File: src/rtl/rd_ctrl_pkg.sv
// Shared types and arithmetic helpers for the packet burst reader.
// Helpers work on 32-bit quantities; callers size-cast the results.
package rd_ctrl_pkg;

  typedef enum logic [2:0] {
    ST_IDLE  = 3'd0,
    ST_LOAD  = 3'd1,
    ST_ISSUE = 3'd2,
    ST_DATA  = 3'd3,
    ST_DONE  = 3'd4
  } rd_state_e;

  // ceil(num/den); the 33-bit sum keeps num near 2**32 from wrapping
  function automatic logic [31:0] ceil_div(input logic [31:0] num, input logic [31:0] den);
    logic [32:0] sum;
    sum = {1'b0, num} + {1'b0, den} - 33'd1;
    return 32'(sum / {1'b0, den});
  endfunction

  function automatic logic [31:0] min_u(input logic [31:0] a, input logic [31:0] b);
    return (a < b) ? a : b;
  endfunction

endpackage

File: src/rtl/rd_burst_addr_gen.sv
// Burst address generator: next burst address, words still to request and the
// size of the next burst. Loaded once per packet, stepped on each accepted read.
module rd_burst_addr_gen
  import rd_ctrl_pkg::*;
#(
  parameter int ADDR_W    = 32,
  parameter int LEN_W     = 16,
  parameter int MAX_BURST = 16,
  parameter int BYTES     = 4,
  parameter int BC_W      = $clog2(MAX_BURST) + 1
) (
  input  logic              clk,
  input  logic              reset,
  input  logic              i_load,
  input  logic [ADDR_W-1:0] i_begin,
  input  logic [LEN_W-1:0]  i_words,
  input  logic              i_accept,
  output logic [ADDR_W-1:0] o_address,
  output logic [BC_W-1:0]   o_burstcount,
  output logic [LEN_W-1:0]  o_words_left
);

  logic [ADDR_W-1:0] r_address;
  logic [LEN_W-1:0]  r_words_left;
  logic [BC_W-1:0]   r_burstcount;
  logic [LEN_W-1:0]  w_words_next;
  logic [ADDR_W-1:0] w_step;

  assign w_words_next = r_words_left - LEN_W'(r_burstcount);
  assign w_step       = ADDR_W'(r_burstcount) * ADDR_W'(BYTES);

  // burstcount is precomputed so it is already stable when read rises
  always_ff @(posedge clk) begin
    if (reset) begin
      r_address    <= '0;
      r_words_left <= '0;
      r_burstcount <= '0;
    end else if (i_load) begin
      r_address    <= i_begin;
      r_words_left <= i_words;
      r_burstcount <= BC_W'(min_u(32'(i_words), 32'(MAX_BURST)));
    end else if (i_accept) begin
      r_address    <= r_address + w_step;
      r_words_left <= w_words_next;
      r_burstcount <= BC_W'(min_u(32'(w_words_next), 32'(MAX_BURST)));
    end
  end

  assign o_address    = r_address;
  assign o_burstcount = r_burstcount;
  assign o_words_left = r_words_left;

endmodule

File: src/rtl/pkt_burst_reader.sv
// Avalon-MM burst read master: fetches [pkt_begin, pkt_end) one burst at a time
// and writes each returned word into the capture FIFO with last/byte-count tags.
module pkt_burst_reader
  import rd_ctrl_pkg::*;
#(
  parameter int DATA_W    = 32,
  parameter int ADDR_W    = 32,
  parameter int MAX_BURST = 16,
  parameter int LEN_W     = 16,
  localparam int BYTES    = DATA_W / 8,
  localparam int NB_W     = $clog2(BYTES) + 1,
  localparam int BC_W     = $clog2(MAX_BURST) + 1
) (
  input  logic              clk,
  input  logic              reset,
  input  logic              i_start,
  input  logic [ADDR_W-1:0] i_pkt_begin,
  input  logic [ADDR_W-1:0] i_pkt_end,
  input  logic              i_almost_full,
  output logic              o_busy,
  output logic              o_done,
  output logic              o_err,
  output logic [DATA_W-1:0] o_fifo_data,
  output logic              o_fifo_wr,
  output logic              o_fifo_last,
  output logic [NB_W-1:0]   o_fifo_nbytes,
  output logic [ADDR_W-1:0] o_address,
  output logic              o_read,
  output logic [BC_W-1:0]   o_burstcount,
  input  logic [DATA_W-1:0] i_readdata,
  input  logic              i_readdatavalid,
  input  logic              i_waitrequest,
  output rd_state_e         o_dbg_state
);

  // Avalon handshake: a read is accepted on a rising edge where read=1 and
  // waitrequest=0; until then read, address and burstcount hold their values.

  rd_state_e         r_state;
  logic [ADDR_W-1:0] r_begin;
  logic [ADDR_W-1:0] r_end;
  logic [NB_W-1:0]   r_tail;
  logic [BC_W-1:0]   r_beats;

  logic [ADDR_W-1:0] w_len;
  logic [LEN_W-1:0]  w_len_lo;
  logic [LEN_W-1:0]  w_words;
  logic [LEN_W-1:0]  w_words_left;
  logic              w_err;
  logic              w_load;
  logic              w_accept;
  logic              w_burst_end;
  logic              w_final_beat;
  logic [NB_W-1:0]   w_nbytes;

  assign w_len    = r_end - r_begin;
  assign w_len_lo = w_len[LEN_W-1:0];
  assign w_words  = LEN_W'(ceil_div(32'(w_len_lo), 32'(BYTES)));
  assign w_err    = (r_end < r_begin)
                  || ((r_begin & ADDR_W'(BYTES - 1)) != '0)
                  || ((w_len >> LEN_W) != '0);

  assign w_load       = (r_state == ST_LOAD) && !w_err && (w_len != '0);
  assign w_accept     = (r_state == ST_ISSUE) && o_read && !i_waitrequest;
  assign w_burst_end  = i_readdatavalid && (r_beats == BC_W'(1));
  assign w_final_beat = w_burst_end && (w_words_left == '0);
  assign w_nbytes     = (w_final_beat && (r_tail != '0)) ? r_tail : NB_W'(BYTES);

  rd_burst_addr_gen #(
    .ADDR_W   (ADDR_W),
    .LEN_W    (LEN_W),
    .MAX_BURST(MAX_BURST),
    .BYTES    (BYTES),
    .BC_W     (BC_W)
  ) u_addr_gen (
    .clk         (clk),
    .reset       (reset),
    .i_load      (w_load),
    .i_begin     (r_begin),
    .i_words     (w_words),
    .i_accept    (w_accept),
    .o_address   (o_address),
    .o_burstcount(o_burstcount),
    .o_words_left(w_words_left)
  );

  always_ff @(posedge clk) begin
    if (reset) begin
      r_state       <= ST_IDLE;
      r_begin       <= '0;
      r_end         <= '0;
      r_tail        <= '0;
      r_beats       <= '0;
      o_busy        <= 1'b0;
      o_done        <= 1'b0;
      o_err         <= 1'b0;
      o_read        <= 1'b0;
      o_fifo_wr     <= 1'b0;
      o_fifo_last   <= 1'b0;
      o_fifo_data   <= '0;
      o_fifo_nbytes <= '0;
    end else begin
      o_fifo_wr   <= 1'b0;
      o_fifo_last <= 1'b0;
      case (r_state)
        ST_IDLE: begin
          if (i_start) begin
            r_begin <= i_pkt_begin;
            r_end   <= i_pkt_end;
            o_busy  <= 1'b1;
            o_err   <= 1'b0;
            r_state <= ST_LOAD;
          end
        end
        ST_LOAD: begin
          r_tail <= NB_W'(w_len & ADDR_W'(BYTES - 1));
          if (w_err) begin
            o_err   <= 1'b1;
            o_done  <= 1'b1;
            r_state <= ST_DONE;
          end else if (w_len == '0) begin
            o_done  <= 1'b1;
            r_state <= ST_DONE;
          end else begin
            o_read  <= !i_almost_full;
            r_state <= ST_ISSUE;
          end
        end
        ST_ISSUE: begin
          if (o_read) begin
            if (!i_waitrequest) begin
              o_read  <= 1'b0;
              r_beats <= o_burstcount;
              r_state <= ST_DATA;
            end
          end else if (!i_almost_full) begin
            o_read <= 1'b1;
          end
        end
        ST_DATA: begin
          // beats==0 only after the final burst: this cycle carries the last
          // fifo_wr, so done lands one cycle behind it
          if (r_beats == '0) begin
            o_done  <= 1'b1;
            r_state <= ST_DONE;
          end else if (i_readdatavalid) begin
            o_fifo_wr     <= 1'b1;
            o_fifo_data   <= i_readdata;
            o_fifo_last   <= w_final_beat;
            o_fifo_nbytes <= w_nbytes;
            r_beats       <= r_beats - BC_W'(1);
            if (w_burst_end && !w_final_beat) begin
              o_read  <= !i_almost_full;
              r_state <= ST_ISSUE;
            end
          end
        end
        ST_DONE: begin
          o_done  <= 1'b0;
          o_busy  <= 1'b0;
          r_state <= ST_IDLE;
        end
        default: r_state <= ST_IDLE;
      endcase
    end
  end

  assign o_dbg_state = r_state;

endmodule

File: config.mk
export PLATFORM = sky130hd
export DESIGN_NAME = pkt_burst_reader
export DESIGN_NICKNAME = d
export VERILOG_FILES = /design/src/rtl/rd_ctrl_pkg.sv /design/src/rtl/rd_burst_addr_gen.sv /design/src/rtl/pkt_burst_reader.sv
export SDC_FILE = /design/constraint.sdc
export NUM_CORES = 1
export LEC_CHECK = 0
export ABC_CLOCK_PERIOD_IN_PS = 4700
export BUFFER_PORTS_ARGS = -buffer_cell sky130_fd_sc_hd__clkbuf_2
export CORE_MARGIN = 2
export CORE_UTILIZATION = 50
export CTS_CLUSTER_SIZE = 14
export DETAILED_ROUTE_END_ITERATION = 10
export PLACE_DENSITY = 0.73
export RECOVER_POWER = 50
export SYNTH_ARGS = -nofsm -noshare
export SYNTH_HDL_FRONTEND = slang
export SYNTH_SLANG_ARGS = --single-unit
File: constraint.sdc
create_clock -name clk -period 4.7 [get_ports clk]
set_clock_uncertainty 0.05 [all_clocks]
set_input_delay 0.47 -clock clk [delete_from_list [all_inputs] [get_ports clk]]
set_output_delay 0.47 -clock clk [all_outputs]
set_load 0.05 [all_outputs]
# --- Word-level counts from Yosys, hierarchy flattened ---
# Index checks and enable logic that the tools add are counted.
totals:
  ff_bits: 168
  word_cells: 126
  out_inout_bits: 81
classes:
  reduce_logical: 38
  order_cmp: 3
  add_sub_neg: 6
  bitwise: 3
  muxes: 42
  n_eq_ne: 18
op_table:
  columns: ["operator", "n"]
  rows:
  - ["$reduce_bool 32->1", 3]
  - ["$mux 32", 2]
  - ["$mux 5", 8]
  - ["$add 32x7->32", 1]
  - ["$logic_not 32->1", 1]
  - ["$lt 16x5->1 const B", 2]
  - ["$lt 32x32->1", 1]
  - ["$mux 16", 2]
  - ["$sub 32x32->32", 1]
  - ["$mux 3", 9]
  - ["$ne 2x2->1 const B", 10]
  - ["$sub 17x1->18 const B", 1]
  - ["$add 16x3->17 const B", 1]
  - ["$logic_not 16->1", 1]
  - ["$sub 16x5->16", 1]
  - ["$mux 1", 15]
  - ["$pmux 3 s4", 1]
  - ["$pmux 5 s2", 1]
  - ["$reduce_and 5->1", 2]
  - ["$reduce_and 3->1", 3]
  - ["$reduce_bool 3->1", 3]
  - ["$logic_and 1x1->1", 8]
  - ["$reduce_bool 2->1", 4]
  - ["$eq 3x2->1 const B", 2]
  - ["17 further kinds", 27]

# --- Logic depth before layout (Yosys ltp) ---
# Gate-level depths: netlist of run 1.
depth:
  word_depth: 9
  ltp_mapped: 16
  mapped_depth_nobuf: 13

# --- By module ---
# Synthesis of run 1 repeated with hierarchy kept, for this count alone.
hier_totals:
  cells_unflattened: 1383
  hier_area_um2: 10306.1
modules_own_cells:
  columns: ["module", "n_inst", "seq_area_each_um2", "area_each_um2", "cells_per_inst"]
  rows:
  - ["pkt_burst_reader", 1, 2302.2, 7059.3, 976]
  - ["rd_burst_addr_gen", 1, 1061.0, 3246.9, 407]

# --- Worst setup path after synthesis of run 1 ---
# OpenSTA, ideal clock, no wires.
synth_timing:
  path_kind: "register to register"
  start: "register r_begin[11]"
  end: "register u_addr_gen.r_address[11], in the netlist u_addr_gen.o_address[11]"
  setup_time_ns: 0.079
  path_slack_ns: 0.798
  arrival_time_ns: 3.772
  period_less_slack_ns: 3.902
  stages_incl_launch_ff: 14
  cell_sequence: "dfxtp_1 -> inv_1 -> ha_1 -> a21oi_1 -> o21ai_1 -> a211o_1 -> a31o_1 -> or3_1 -> a211o_1 -> or4b_4 -> or4_4 -> buf_6 -> o311a_1 -> a211oi_2"
synth_via:
  elab_chain_cells: 7
  elab_cells_between_ends: 11
synth_lines:
  columns: ["item", "line_no", "rtl"]
  rows:
  - ["from (decl)", "pkt_burst_reader.sv:40", "logic [ADDR_W-1:0] r_begin;"]
  - ["from (signal assigned)", "pkt_burst_reader.sv:108", "r_begin <= i_pkt_begin;"]
  - ["$sub 32x32->32 or $lt 32x32->1 (tied branches)", "pkt_burst_reader.sv:56, pkt_burst_reader.sv:59", null]
  - ["$reduce_bool 32->1 or $logic_or 1x1->1 (tied branches)", "pkt_burst_reader.sv:61, pkt_burst_reader.sv:60", null]
  - ["$logic_or 1x1->1", "pkt_burst_reader.sv:61", "|| ((w_len >> LEN_W) != '0);"]
  - ["$logic_not 1->1", "pkt_burst_reader.sv:63", "assign w_load = (r_state == ST_LOAD) && !w_err && (w_len != '0);"]
  - ["$logic_and 1x1->1 (2 in a row)", "pkt_burst_reader.sv:63", null]
  - ["$mux 32 or $reduce_bool 2->1 (tied branches)", null, null]
  - ["to (signal assigned)", "rd_burst_addr_gen.sv:39", "r_address <= i_begin;"]
  - ["to (signal assigned)", "rd_burst_addr_gen.sv:43", "r_address <= r_address + w_step;"]
  - ["to (decl)", "rd_burst_addr_gen.sv:23", "logic [ADDR_W-1:0] r_address;"]
# Parallel ways exist; a longest one is shown, timed or not.
# A chain may end at the register's enable or synchronous reset.

# --- Worst setup path after layout of run 1 ---
layout_timing:
  start: "register r_begin[16]"
  end: "register u_addr_gen.r_burstcount[3], in the netlist u_addr_gen.o_burstcount[3]"
layout_via:
  elab_chain_cells: 7
  elab_cells_between_ends: 11
layout_lines:
  columns: ["item", "line_no", "rtl"]
  rows:
  - ["$sub 32x32->32 or $lt 32x32->1 (tied branches)", "pkt_burst_reader.sv:56, pkt_burst_reader.sv:59", null]
  - ["$reduce_bool 32->1 or $logic_or 1x1->1 (tied branches)", "pkt_burst_reader.sv:61, pkt_burst_reader.sv:60", null]
  - ["$logic_or 1x1->1", "pkt_burst_reader.sv:61", null]
  - ["$logic_not 1->1", "pkt_burst_reader.sv:63", null]
  - ["$logic_and 1x1->1", "pkt_burst_reader.sv:63", null]
  - ["$logic_and 1x1->1 (*)", "pkt_burst_reader.sv:63", null]
  - ["$mux 5 or $reduce_bool 2->1 (tied branches)", null, null]
  - ["to (signal assigned)", "rd_burst_addr_gen.sv:41", "r_burstcount <= BC_W'(min_u(32'(i_words), 32'(MAX_BURST)));"]
  - ["to (signal assigned)", "rd_burst_addr_gen.sv:45", "r_burstcount <= BC_W'(min_u(32'(w_words_next), 32'(MAX_BURST)));"]
  - ["to (decl)", "rd_burst_addr_gen.sv:25", "logic [BC_W-1:0] r_burstcount;"]
# Mark *: on every way between the ends. The rest lies on a longest branch, timed or not.

==> run metrics, run 1 <==
effective utilization at floorplan 51.0%; antenna violations before repair 0; via density per instance 5.92; Layout Area Growth over Synthesis 16.4%; I/O Pins 183; overall overflow remaining after global route 0; violated checks capacitance limit, slew limit; IR Drop Worst-Case VDD 0.000230 V; Pwr per Cell Area 333 mW/mm²; overall fraction of global-route tracks in use 29.5%; number of H-tree levels 4; Post-Syn Area 0.0103 mm²; length of the first detailed-routing pass in iterations 9; post-synthesis async set-or-reset flop share 0%; leading cell types in the layout, fill and taps excluded nand2_1 (281), a21oi_1 (178), dfxtp_1 (168), clkbuf_2 (100), clkbuf_1 (83); total of hold buffers inserted after clock tree synthesis 0; CP Capture Type flip-flop; warning count from the yosys run 0; post-synthesis share of cell area spent on full adders, half adders and majority gates 5.90%; Die Y-Extent 148 µm; number of synthesized register bits 168; via count of the first global-routing pass 10,200; setup slack after layout 243 ps; post-route antenna net violation count 0; Final Slew Violations 65; mean cell area of the mapped netlist 7.42 µm²; number of placement rows 52; leading cell type in the layout, fill and taps excluded nand2_1; Cell variety after synth 78; Setup violations, final 0; Resized Gates After CTS 0; result of the run finished with violations; Clock Sinks 168; start point of the worst min-delay path i_readdata[13]; part of the Yosys area used for sequential elements 32.5%; Critical R2R Launch r_begin[16]; global-route wire length before repair 51,900 µm; Final Hold Viols 0; fraction of the cycle the final worst path needs 94.8%; latest clock arrival within the worst-skew pair 440 ps; floorplan die area 0.0219 mm²; syn_nets 1,543; pre-CTS setup slack 262 ps; final non-filler cell total 1,830; worst hold slack across all endpoints 186 ps; area of the core region 0.0203 mm²; simple-gate area share of the yosys netlist 26.8%; main flop type after synthesis dfxtp_1; mux contribution to synthesized area 0.991%; pin count of the biggest net entering global routing 89; power after layout 4.01 mW; TritonCTS clock tree built; cell at the root of the clock tree clkbuf_16; clock transition at the registers of the reported paths 80 ps; placed wire-length estimate 25,000 µm; worst slew pin tran 2810 ps; Post-Place Cell Area 0.0115 mm²; class of the most critical setup path reg -> reg; clock buffer count from CTS 17; Final Wtd Congestion 1.01; number of enable-type register cells in the synthesized netlist 0; Lkg Pwr 4.66 nW; Critical Path Source Type flip-flop; required time of the critical path 5030 ps; shortest clock period the worst path allows after layout 4460 ps; xor/xnor share of the synthesized area 2.79%; Final Routed Wirelength 33,000 µm; count of input and output buffers 182; Worst Hold Class in -> reg; Die Wd 148 µm; fillers 1,986; main combinational cell family by area after synthesis simple AND/OR/NAND/NOR gates; Arr. time, crit path 4790 ps; Post-CTS Setup Bufs 0; detailed-route wire length per cell 18.0 µm; Cells after Synth 1,394; nets@finish 1,696; largest fanout on the critical path 11; complex-gate fraction of the synthesized area 25.2%; final non-filler cell area 0.0120 mm²; final core utilization 59.3%; Post-Place Cells 1,798; number of violations of the max-capacitance limit 1; iteration-0 DRC count of the detailed router 802; antenna fix cells 0; CTS max path bufs 2; Slew headroom -87.0%; layout cell share with drive strength beyond 1 12.4%; RSZ-0062 raised after global routing no; final sum of negative setup slack 0 ps; number of design rule violations left after detail routing 0; timing startpoint of the critical path r_begin[16]; Max Clock Freq 0.224 GHz; routed via count 10,800
report_power, final:
group,switching (mW),leakage (nW),internal (mW)
logic,0.682,2.99,0.386
clock network,0.721,0.300,0.729
registers,0.0291,1.36,1.46
sequential cells by signal (all words and copies together), names as in the netlist, 2 cells and up:
register                 count
o_dbg_state                  3
o_fifo_data                 32
o_fifo_nbytes                3
r_tail                       2
u_addr_gen.o_words_left     16
r_begin                     32
r_beats                      5
u_addr_gen.o_address        32
r_end                       32
u_addr_gen.o_burstcount      5
cell usage after synthesis, types with 4 or more instances:
library cell,n,area share (%)
nor3b_1,6,0.44
buf_2,14,0.68
and4_1,4,0.34
nand3b_1,5,0.36
xnor2_1,20,1.7
inv_1,60,2.2
nor4_1,15,0.91
or4_1,13,0.94
a31oi_1,23,1.4
a2bb2oi_1,7,0.59
o211a_1,5,0.48
nor2b_1,8,0.48
nor3_1,31,1.5
buf_6,5,0.54
o21ai_0,36,1.7
dfxtp_1,168,32
o211ai_1,14,1.0
nand3_1,38,1.8
ha_1,44,5.3
o21bai_1,6,0.44
a211oi_1,15,1.1
o31ai_1,9,0.65
a211o_1,5,0.42
o2111ai_1,9,0.76
a21o_1,14,1.0
o311ai_0,9,0.76
o31a_1,10,0.85
o21a_1,11,0.80
o21ai_1,8,0.39
a21oi_1,179,8.7
or2_2,6,0.36
or3_1,26,1.6
nand4_1,29,1.8
nor2_1,69,2.5
and2_1,9,0.54
nand2b_1,15,0.91
and3_1,21,1.3
a311oi_1,4,0.34
clkbuf_1,59,2.1
nand2_1,281,10
xor2_1,13,1.1
mux2i_1,8,0.77
cells by family (layout without fill, tap and decap cells):
group	after synthesis	after routing
fa+ha+maj	47	47
mux	10	10
flops	168	168
buf+inv	143	309
simple gates	586	586
xor+xnor	33	33
compound gates	407	407
worst paths after layout:
path	endpoint	slack, ps	depth (start not counted)
max	u_addr_gen.o_burstcount[3]	240	14
min	o_fifo_data[13]	190	3
max reg2reg	u_addr_gen.o_burstcount[3]	240	14
min reg2reg	o_fifo_data[23]	410	2
metal layers:
layer / up-vias / GRT usage (%) / share of wire [%]
met1: 5010 / 38.1 / 43
li1: 5337 / - / -
met2: 414 / 48.7 / 46
met3: 67 / 5.15 / 6.6
met5: - / 0 / 0
met4: 0 / 13.0 / 3.7
cell type report:
cell class	count	area [µm²]	area share, %
well taps	270	338	2.81
clock inverters	15	194	1.61
multi-input cells	1083	6420	53.3
flip-flops and latches	168	3360	27.9
clock buffers	17	425	3.53
inverters	60	225	1.87
repair buffers	217	1080	8.97
worst max-delay path: stages (launching register included):
cell,delay (ps)
dfxtp_1,340
inv_1,80
ha_1,380
a21oi_2,260
o221ai_1,200
a2111oi_0,510
nand4_1,220
or3_1,370
a2111oi_2,430
nand4_1,120
or4_2,680
buf_4,200
buf_4,180
mux2_2,280
nor2_1,90
Power figures use the tool's default switching activity.
==> run 2, diff against run 1 <==
--- a/config.mk
+++ b/config.mk
@@ -5,13 +5,14 @@
 export SDC_FILE = /design/constraint.sdc
 export NUM_CORES = 1
 export LEC_CHECK = 0
+export ABC_AREA = 1
 export ABC_CLOCK_PERIOD_IN_PS = 4700
 export BUFFER_PORTS_ARGS = -buffer_cell sky130_fd_sc_hd__clkbuf_2
 export CORE_MARGIN = 2
 export CORE_UTILIZATION = 50
 export CTS_CLUSTER_SIZE = 14
 export DETAILED_ROUTE_END_ITERATION = 10
-export PLACE_DENSITY = 0.73
+export PLACE_DENSITY = 0.72
 export RECOVER_POWER = 50
 export SYNTH_ARGS = -nofsm -noshare
 export SYNTH_HDL_FRONTEND = slang
==> run 2 against run 1 <==
  * The run still ends with capacitance limit, slew limit left
  * Core utilization shrank 1.8 points
  * First-iteration DRC count is 11% higher
  * Hold slack gained 14 ps
  * Sequential cell count is the same
  * Count of clock-buffer cells in the layout is the same
  * Power grew 7.7%
  * Global-route usage shrank 2.4 points
  * Critical path depth is 9 lower
  * Via count grew 6.4%
  * Critical path type unchanged
  * Critical endpoint is now r_begin[9]
  * Largest cell class unchanged
  * Largest power group unchanged
==> run metrics, run 2 <==
Final Slew Violations 143 (was 65); clock buffer count from CTS 17 (unchanged); post-synthesis cell type with the largest combined area dfxtp_1 (unchanged); Die Y-Extent 152 µm (was 148 µm); worst hold slack across all endpoints 199 ps (was 186 ps); Synth top area share 30.7% (was 32.5%); Max Clock Freq 0.262 GHz (was 0.224 GHz); via count of the first global-routing pass 10,300 (was 10,200); final non-filler cell total 2,215 (was 1,830); CP max stage delay 1610 ps (was 680 ps); Cells after Synth 1,774 (was 1,394); number of enable-type register cells in the synthesized netlist 0 (unchanged); most instantiated library cell after synthesis nand2_1 (unchanged); result of the run finished with violations (unchanged); antenna fix cells 0 (unchanged); RSZ-0062 raised after global routing no (unchanged); CTS max path bufs 2 (unchanged); Lkg Pwr 6.29 nW (was 4.66 nW); class of the most critical setup path reg -> reg (unchanged); Slew headroom -60.7% (was -87.0%); cell at the root of the clock tree clkbuf_16 (unchanged); detailed-route wire length per cell 14.6 µm (was 18.0 µm); Post-Place Cell Area 0.0120 mm² (was 0.0115 mm²); IR Drop Worst-Case VDD 0.000222 V (was 0.000230 V); shortest clock period the worst path allows after layout 3820 ps (was 4460 ps); count of input and output buffers 182 (unchanged); main flop type after synthesis dfxtp_1 (unchanged); floorplan die area 0.0231 mm² (was 0.0219 mm²); register-to-register setup slack 880 ps (was 240 ps); peak-usage layer in the global routing report met2 (unchanged); final sum of negative setup slack 0 ps (unchanged); overall fraction of global-route tracks in use 27.2% (was 29.5%); worst slew pin tran 2400 ps (was 2810 ps); Final Wtd Congestion 0.942 (was 1.01); WHS Path Cells 3 (unchanged); Resized Gates After CTS 0 (unchanged); length of the first detailed-routing pass in iterations 6 (was 9); met2 usage 45.5% (was 48.7%); fillers 2,203 (was 1,986); antenna violations before repair 0 (unchanged); Area contributors post-synth dfxtp_1 (31%), nand2_1 (16%), inv_1 (10%) (was dfxtp_1 (32%), nand2_1 (10%), a21oi_1 (8.7%)); part of the Yosys area used for sequential elements 30.7% (was 32.5%); met3 Usage GRT 3.28% (was 5.15%); pre-CTS setup slack 1130 ps (was 262 ps); multi-input logic area 0.00619 mm² (was 0.00642 mm²); required time of the critical path 4950 ps (was 5030 ps); pin count of the biggest net entering global routing 75 (was 89); post-synthesis async set-or-reset flop share 0% (unchanged); post-route antenna net violation count 0 (unchanged); Clock Sinks 168 (unchanged); routed via count 11,500 (was 10,800); via density per instance 5.20 (was 5.92); Post-Syn Area 0.0109 mm² (was 0.0103 mm²); number of synthesized register bits 168 (unchanged); mean cell area of the mapped netlist 6.17 µm² (was 7.42 µm²); placed wire-length estimate 24,800 µm (was 25,000 µm); number of H-tree levels 4 (unchanged); effective utilization at floorplan 50.5% (was 51.0%); overall overflow remaining after global route 0 (unchanged); Layout Area Growth over Synthesis 14.0% (was 16.4%); setup slack after layout 882 ps (was 243 ps); latest clock arrival within the worst-skew pair 440 ps (about the same); Cell variety after synth 46 (was 78); Arr. time, crit path 4070 ps (was 4790 ps); area of the core region 0.0217 mm² (was 0.0203 mm²); leading cell types in the layout, fill and taps excluded nand2_1 (471), inv_1 (292), nor2_1 (207), dfxtp_1 (168), nand3_1 (135) (was nand2_1 (281), a21oi_1 (178), dfxtp_1 (168), clkbuf_2 (100), clkbuf_1 (83)); warning count from the yosys run 0 (unchanged); number of placement rows 54 (was 52); total of hold buffers inserted after clock tree synthesis 0 (unchanged); family with the most delay on the worst path simple AND/OR/NAND/NOR gates (unchanged); global-route wire length before repair 51,800 µm (was 51,900 µm); clock transition at the registers of the reported paths 80 ps (about the same); number of design rule violations left after detail routing 0 (unchanged); number of violations of the max-capacitance limit 2 (was 1); CP Capture Type flip-flop (unchanged); I/O Pins 183 (unchanged); syn_nets 1,923 (was 1,543); start point of the worst min-delay path i_readdata[26] (was i_readdata[13]); largest fanout on the critical path 74 (was 11); layout cell share with drive strength beyond 1 8.99% (was 12.4%); list of cells traversed by the critical path nor2_1 > nand3_1 > buf_4 > o21ai_0 > a21oi_1 (was inv_1 > ha_1 > a21oi_2 > o221ai_1 > a2111oi_0 > nand4_1 > or3_1 > a2111oi_2 > nand4_1 > or4_2 > buf_4 > buf_4 > mux2_2 > nor2_1); leading cell type in the layout, fill and taps excluded nand2_1 (unchanged); violated checks capacitance limit, slew limit (unchanged); GR met1 Demand/Resource 35.8% (was 38.1%); iteration-0 DRC count of the detailed router 892 (was 802); Critical path buffers and inverters 1 (was 3); Die Wd 152 µm (was 148 µm); Post-Place Cells 2,184 (was 1,798); Slowest cell on crit path nand3_1 (was or4_2); nets@finish 2,072 (was 1,696); Critical R2R Launch o_dbg_state[2] (was r_begin[16]); TritonCTS clock tree built (unchanged); combined flip-flop and latch cell area 0.00336 mm² (unchanged); Post-CTS Setup Bufs 0 (unchanged); endpoint of the worst hold path o_fifo_data[26] (was o_fifo_data[13]); Pwr per Cell Area 346 mW/mm² (was 333 mW/mm²); Worst Hold Class in -> reg (unchanged); Final Hold Viols 0 (unchanged); final non-filler cell area 0.0125 mm² (was 0.0120 mm²); most instantiated cells after synthesis nand2_1 (471), inv_1 (293), nor2_1 (206) (was nand2_1 (281), a21oi_1 (179), dfxtp_1 (168)); Worst Reg-to-Reg Cells 5 (was 14); Critical Path Source Type flip-flop (unchanged); Setup violations, final 0 (unchanged); fraction of the cycle the final worst path needs 81.2% (was 94.8%); Reg2Reg Capture Point r_begin[9] (was u_addr_gen.o_burstcount[3]); Final Routed Wirelength 32,300 µm (was 33,000 µm)
## run 2: cell count changes after synthesis, moves of 26 or more
cell	previous run	this run
nor2_1	69	206
nand3_1	38	135
or3_1	26	0
inv_1	60	293
nand2_1	281	471
o21ai_0	36	113
a21oi_1	179	104
## run 2: worst max path at each step
stage / cells past startpoint / start / slack (ps) / endpoint
2_1_floorplan: 16 / u_addr_gen.o_burstcount[0] / 1640 / u_addr_gen.o_address[30]
3_3_place_gp: 24 / r_end[0] / 1130 / u_addr_gen.o_burstcount[3]
3_5_place_dp: 22 / r_end[0] / 1130 / u_addr_gen.o_address[10]
4_1_cts: 22 / r_end[0] / 1110 / u_addr_gen.o_address[10]
5_1_grt: 5 / o_dbg_state[2] / 440 / r_begin[9]
6_report: 5 / o_dbg_state[2] / 880 / r_begin[9]
## run 2: cell families after synthesis
kind of cell	after synthesis	synth area share, %
and+or+nand+nor	901	35.1
buffers and inverters	356	12.8
adders and majority gates	47	5.58
xor gates and xnor gates	32	2.56
DFF	168	30.7
AOI/OAI and AO/OA	270	13.2
## run 2: report_power, final
group          switching, mW  internal (mW)  leakage [nW]
clock                  0.669          0.808         0.289
combinational          0.906          0.412          4.63
sequential            0.0373           1.49          1.37
total                   1.61           2.71          6.29
## run 2: per-layer routing
metal | routed length [µm] | up-vias
li1 | - | 5913
met1 | 14700 | 5183
met2 | 14900 | 346
met3 | 1560 | 74
met4 | 1200 | 0
met5 | 0 | -
## run 2: layout make-up
cell class	count	share of cell area, %
Inverter	297	8.94
Timing Repair Buffer	189	6.89
Multi-Input combinational cell	1250	49.6
Clock inverter	14	1.45
Sequential cell	168	26.9
Clock buffer	17	3.41
Tap cell	280	2.81
## run 2: worst register-to-register path, cell delays in order (launching register included)
cell and delay, ps:
dfxtp_1 360, nor2_1 170, nand3_1 1610, buf_4 950, o21ai_0 460, a21oi_1 80
## run 2: metrics by stage
stage / power [mW] / utilization, %
finish: 4.32 / 57.6
CTS: 4.32 / 58.2
global placement: 2.84 / 55.4
floorplan: 2.51 / -
detailed placement: 2.85 / 55.4
global route: 4.57 / 57.6
==> run 3, diff against run 2 <==
--- a/config.mk
+++ b/config.mk
@@ -6,7 +6,7 @@
 export NUM_CORES = 1
 export LEC_CHECK = 0
 export ABC_AREA = 1
-export ABC_CLOCK_PERIOD_IN_PS = 4700
+export ABC_CLOCK_PERIOD_IN_PS = 3600
 export BUFFER_PORTS_ARGS = -buffer_cell sky130_fd_sc_hd__clkbuf_2
 export CORE_MARGIN = 2
 export CORE_UTILIZATION = 50
==> constraint.sdc (replaced) <==
create_clock -name clk -period 3.6 [get_ports clk]
set_clock_uncertainty 0.05 [all_clocks]
set_input_delay 0.36 -clock clk [delete_from_list [all_inputs] [get_ports clk]]
set_output_delay 0.36 -clock clk [all_outputs]
set_load 0.05 [all_outputs]
==> run 3 against run 2 <==
  * The flow still finishes with violations (capacitance limit, slew limit)
  * Design area is 1.3% higher
  * Combinational power grew 31%
  * Count of clock-buffer cells in the layout is 2 higher
  * Largest cell class unchanged
  * Critical path depth decreased by 1
==> run metrics, run 3 (synthesized netlist as in run 2, its figures left out) <==
Setup violations, final 0 (unchanged); I/O Pins 183 (unchanged); Final Hold Viols 0 (unchanged); number of violations of the max-capacitance limit 1 (was 2); met3 Usage GRT 3.94% (was 3.28%); Arr. time, crit path 3560 ps (was 4070 ps); Final Slew Violations 58 (was 143); detailed-route wire length per cell 14.7 µm (was 14.6 µm); Lkg Pwr 6.37 nW (was 6.29 nW); final core utilization 58.3% (was 57.6%); Max Clock Freq 0.297 GHz (was 0.262 GHz); peak-usage layer in the global routing report met2 (unchanged); clock buffer count from CTS 17 (unchanged); global-route wire length before repair 53,200 µm (was 51,800 µm); cell at the root of the clock tree clkbuf_16 (unchanged); shortest clock period the worst path allows after layout 3370 ps (was 3820 ps); part of the power in registers 35.2% (was 35.3%); final sum of negative setup slack 0 ps (unchanged); Switching Fraction 36.5% (was 37.3%); met2 usage 48.1% (was 45.5%); layout cell share with drive strength beyond 1 9.60% (was 8.99%); worst slew pin tran 2130 ps (was 2400 ps); Slew headroom -42.6% (was -60.7%); Worst Hold Class in -> reg (unchanged); Pwr per Cell Area 447 mW/mm² (was 346 mW/mm²); overall overflow remaining after global route 0 (unchanged); Combinational Power Share 30.6% (was 30.5%); CTS max path bufs 2 (unchanged); pin count of the biggest net entering global routing 74 (was 75); number of design rule violations left after detail routing 0 (unchanged); count of input and output buffers 182 (unchanged); effective utilization at floorplan 50.5% (unchanged); length of the first detailed-routing pass in iterations 5 (was 6); iteration-0 DRC count of the detailed router 1,000 (was 892); via density per instance 5.20 (about the same); CP Capture Type flip-flop (unchanged); GR met1 Demand/Resource 36.9% (was 35.8%); Die Y-Extent 152 µm (unchanged); IR Drop Worst-Case VDD 0.000306 V (was 0.000222 V); placed wire-length estimate 25,100 µm (was 24,800 µm); Die Wd 152 µm (unchanged); total of hold buffers inserted after clock tree synthesis 0 (unchanged); leading cell type in the layout, fill and taps excluded nand2_1 (unchanged); nets@finish 2,084 (was 2,072); required time of the critical path 3790 ps (was 4950 ps); Final Wtd Congestion 0.972 (was 0.942); antenna fix cells 0 (unchanged); latest clock arrival within the worst-skew pair 440 ps (about the same); Int Pwr 3.59 mW (was 2.71 mW); Layout Area Growth over Synthesis 15.5% (was 14.0%); area of the core region 0.0217 mm² (unchanged); number of placement rows 54 (unchanged); antenna violations before repair 0 (unchanged); clock transition at the registers of the reported paths 70 ps (was 80 ps); Clock Sinks 168 (unchanged); fraction of the cycle the final worst path needs 93.6% (was 81.2%); number of H-tree levels 4 (unchanged); largest fanout on the critical path 58 (was 74); floorplan die area 0.0231 mm² (unchanged); Net Switching 2.06 mW (was 1.61 mW); RSZ-0062 raised after global routing no (unchanged); TritonCTS clock tree built (unchanged); clock network fraction of total power 34.2% (about the same); post-route antenna net violation count 0 (unchanged); via count of the first global-routing pass 10,700 (was 10,300); Final Routed Wirelength 32,800 µm (was 32,300 µm); routed via count 11,600 (was 11,500); violated checks capacitance limit, slew limit (unchanged); class of the most critical setup path reg -> reg (unchanged); Critical Path Source Type flip-flop (unchanged); result of the run finished with violations (unchanged); leading cell types in the layout, fill and taps excluded nand2_1 (470), inv_1 (292), nor2_1 (206), dfxtp_1 (168), nand3_1 (134) (was nand2_1 (471), inv_1 (292), nor2_1 (207), dfxtp_1 (168), nand3_1 (135)); overall fraction of global-route tracks in use 28.0% (was 27.2%)
[run 3: what timing repair did]
action	in CTS	in global routing
resized for setup	0	5
setup endpoints to repair	0	43
setup buffers	0	4
[run 3: layout make-up]
cell class,instances,area [µm²]
Fill cell,2201,9040
Clock inverter,12,165
Inverter,297,1120
Clock buffer,19,433
Multi-Input combinational cell,1250,6200
Timing Repair Buffer,201,1010
Tap cell,280,350
Sequential cell,168,3360
[run 3: through the flow]
stage / hold WS [ps] / cell area (µm²) / cells / power [mW] / worst slack, ps
floorplan: 377 / 10900 / 1774 / 3.28 / 542
global placement: 383 / 12100 / 2192 / 3.71 / 193
detailed placement: 391 / 12100 / 2192 / 3.72 / 149
CTS: 88.8 / 12700 / 2223 / 5.64 / 127
global route: 89.8 / 12600 / 2227 / 5.99 / 5.23
finish: 92.4 / 12600 / 2227 / 5.65 / 231
[run 3: worst max-delay path, cell delays in order, from the launching register on]
cell and delay [ps]:
dfxtp_1 350, nor2_1 150, nand3_1 1440, o21ai_0 1090, a21oi_1 70
[run 3: final timing paths]
check                                              from                 endpoint  slack (ps)  depth (start not counted)
worst max-delay path                     o_dbg_state[2]               r_begin[9]         230                          4
worst min register to register  u_addr_gen.o_address[0]  u_addr_gen.o_address[0]         400                          2
worst max register to register           o_dbg_state[2]               r_begin[9]         230                          4
worst min-delay path                     i_readdata[11]          o_fifo_data[11]          90                          3
[run 3: power by group through the flow]
| stage | Sequential (mW) | Clock, mW | Combinational (mW) |
|---|---|---|---|
| after floorplan | 2.04 | 0 | 1.24 |
| after global placement | 2.03 | 0 | 1.68 |
| after detailed placement | 2.03 | 0 | 1.69 |
| after CTS | 1.99 | 1.95 | 1.71 |
| after global routing | 2.00 | 2.02 | 1.97 |
| final | 1.99 | 1.93 | 1.73 |
[run 3: layer usage]
| layer | part of all wire (%) | vias up |
|---|---|---|
| li1 | - | 5930 |
| met1 | 45 | 5252 |
| met2 | 48 | 355 |
| met3 | 5.2 | 44 |
| met4 | 2.0 | 0 |
| met5 | 0 | - |
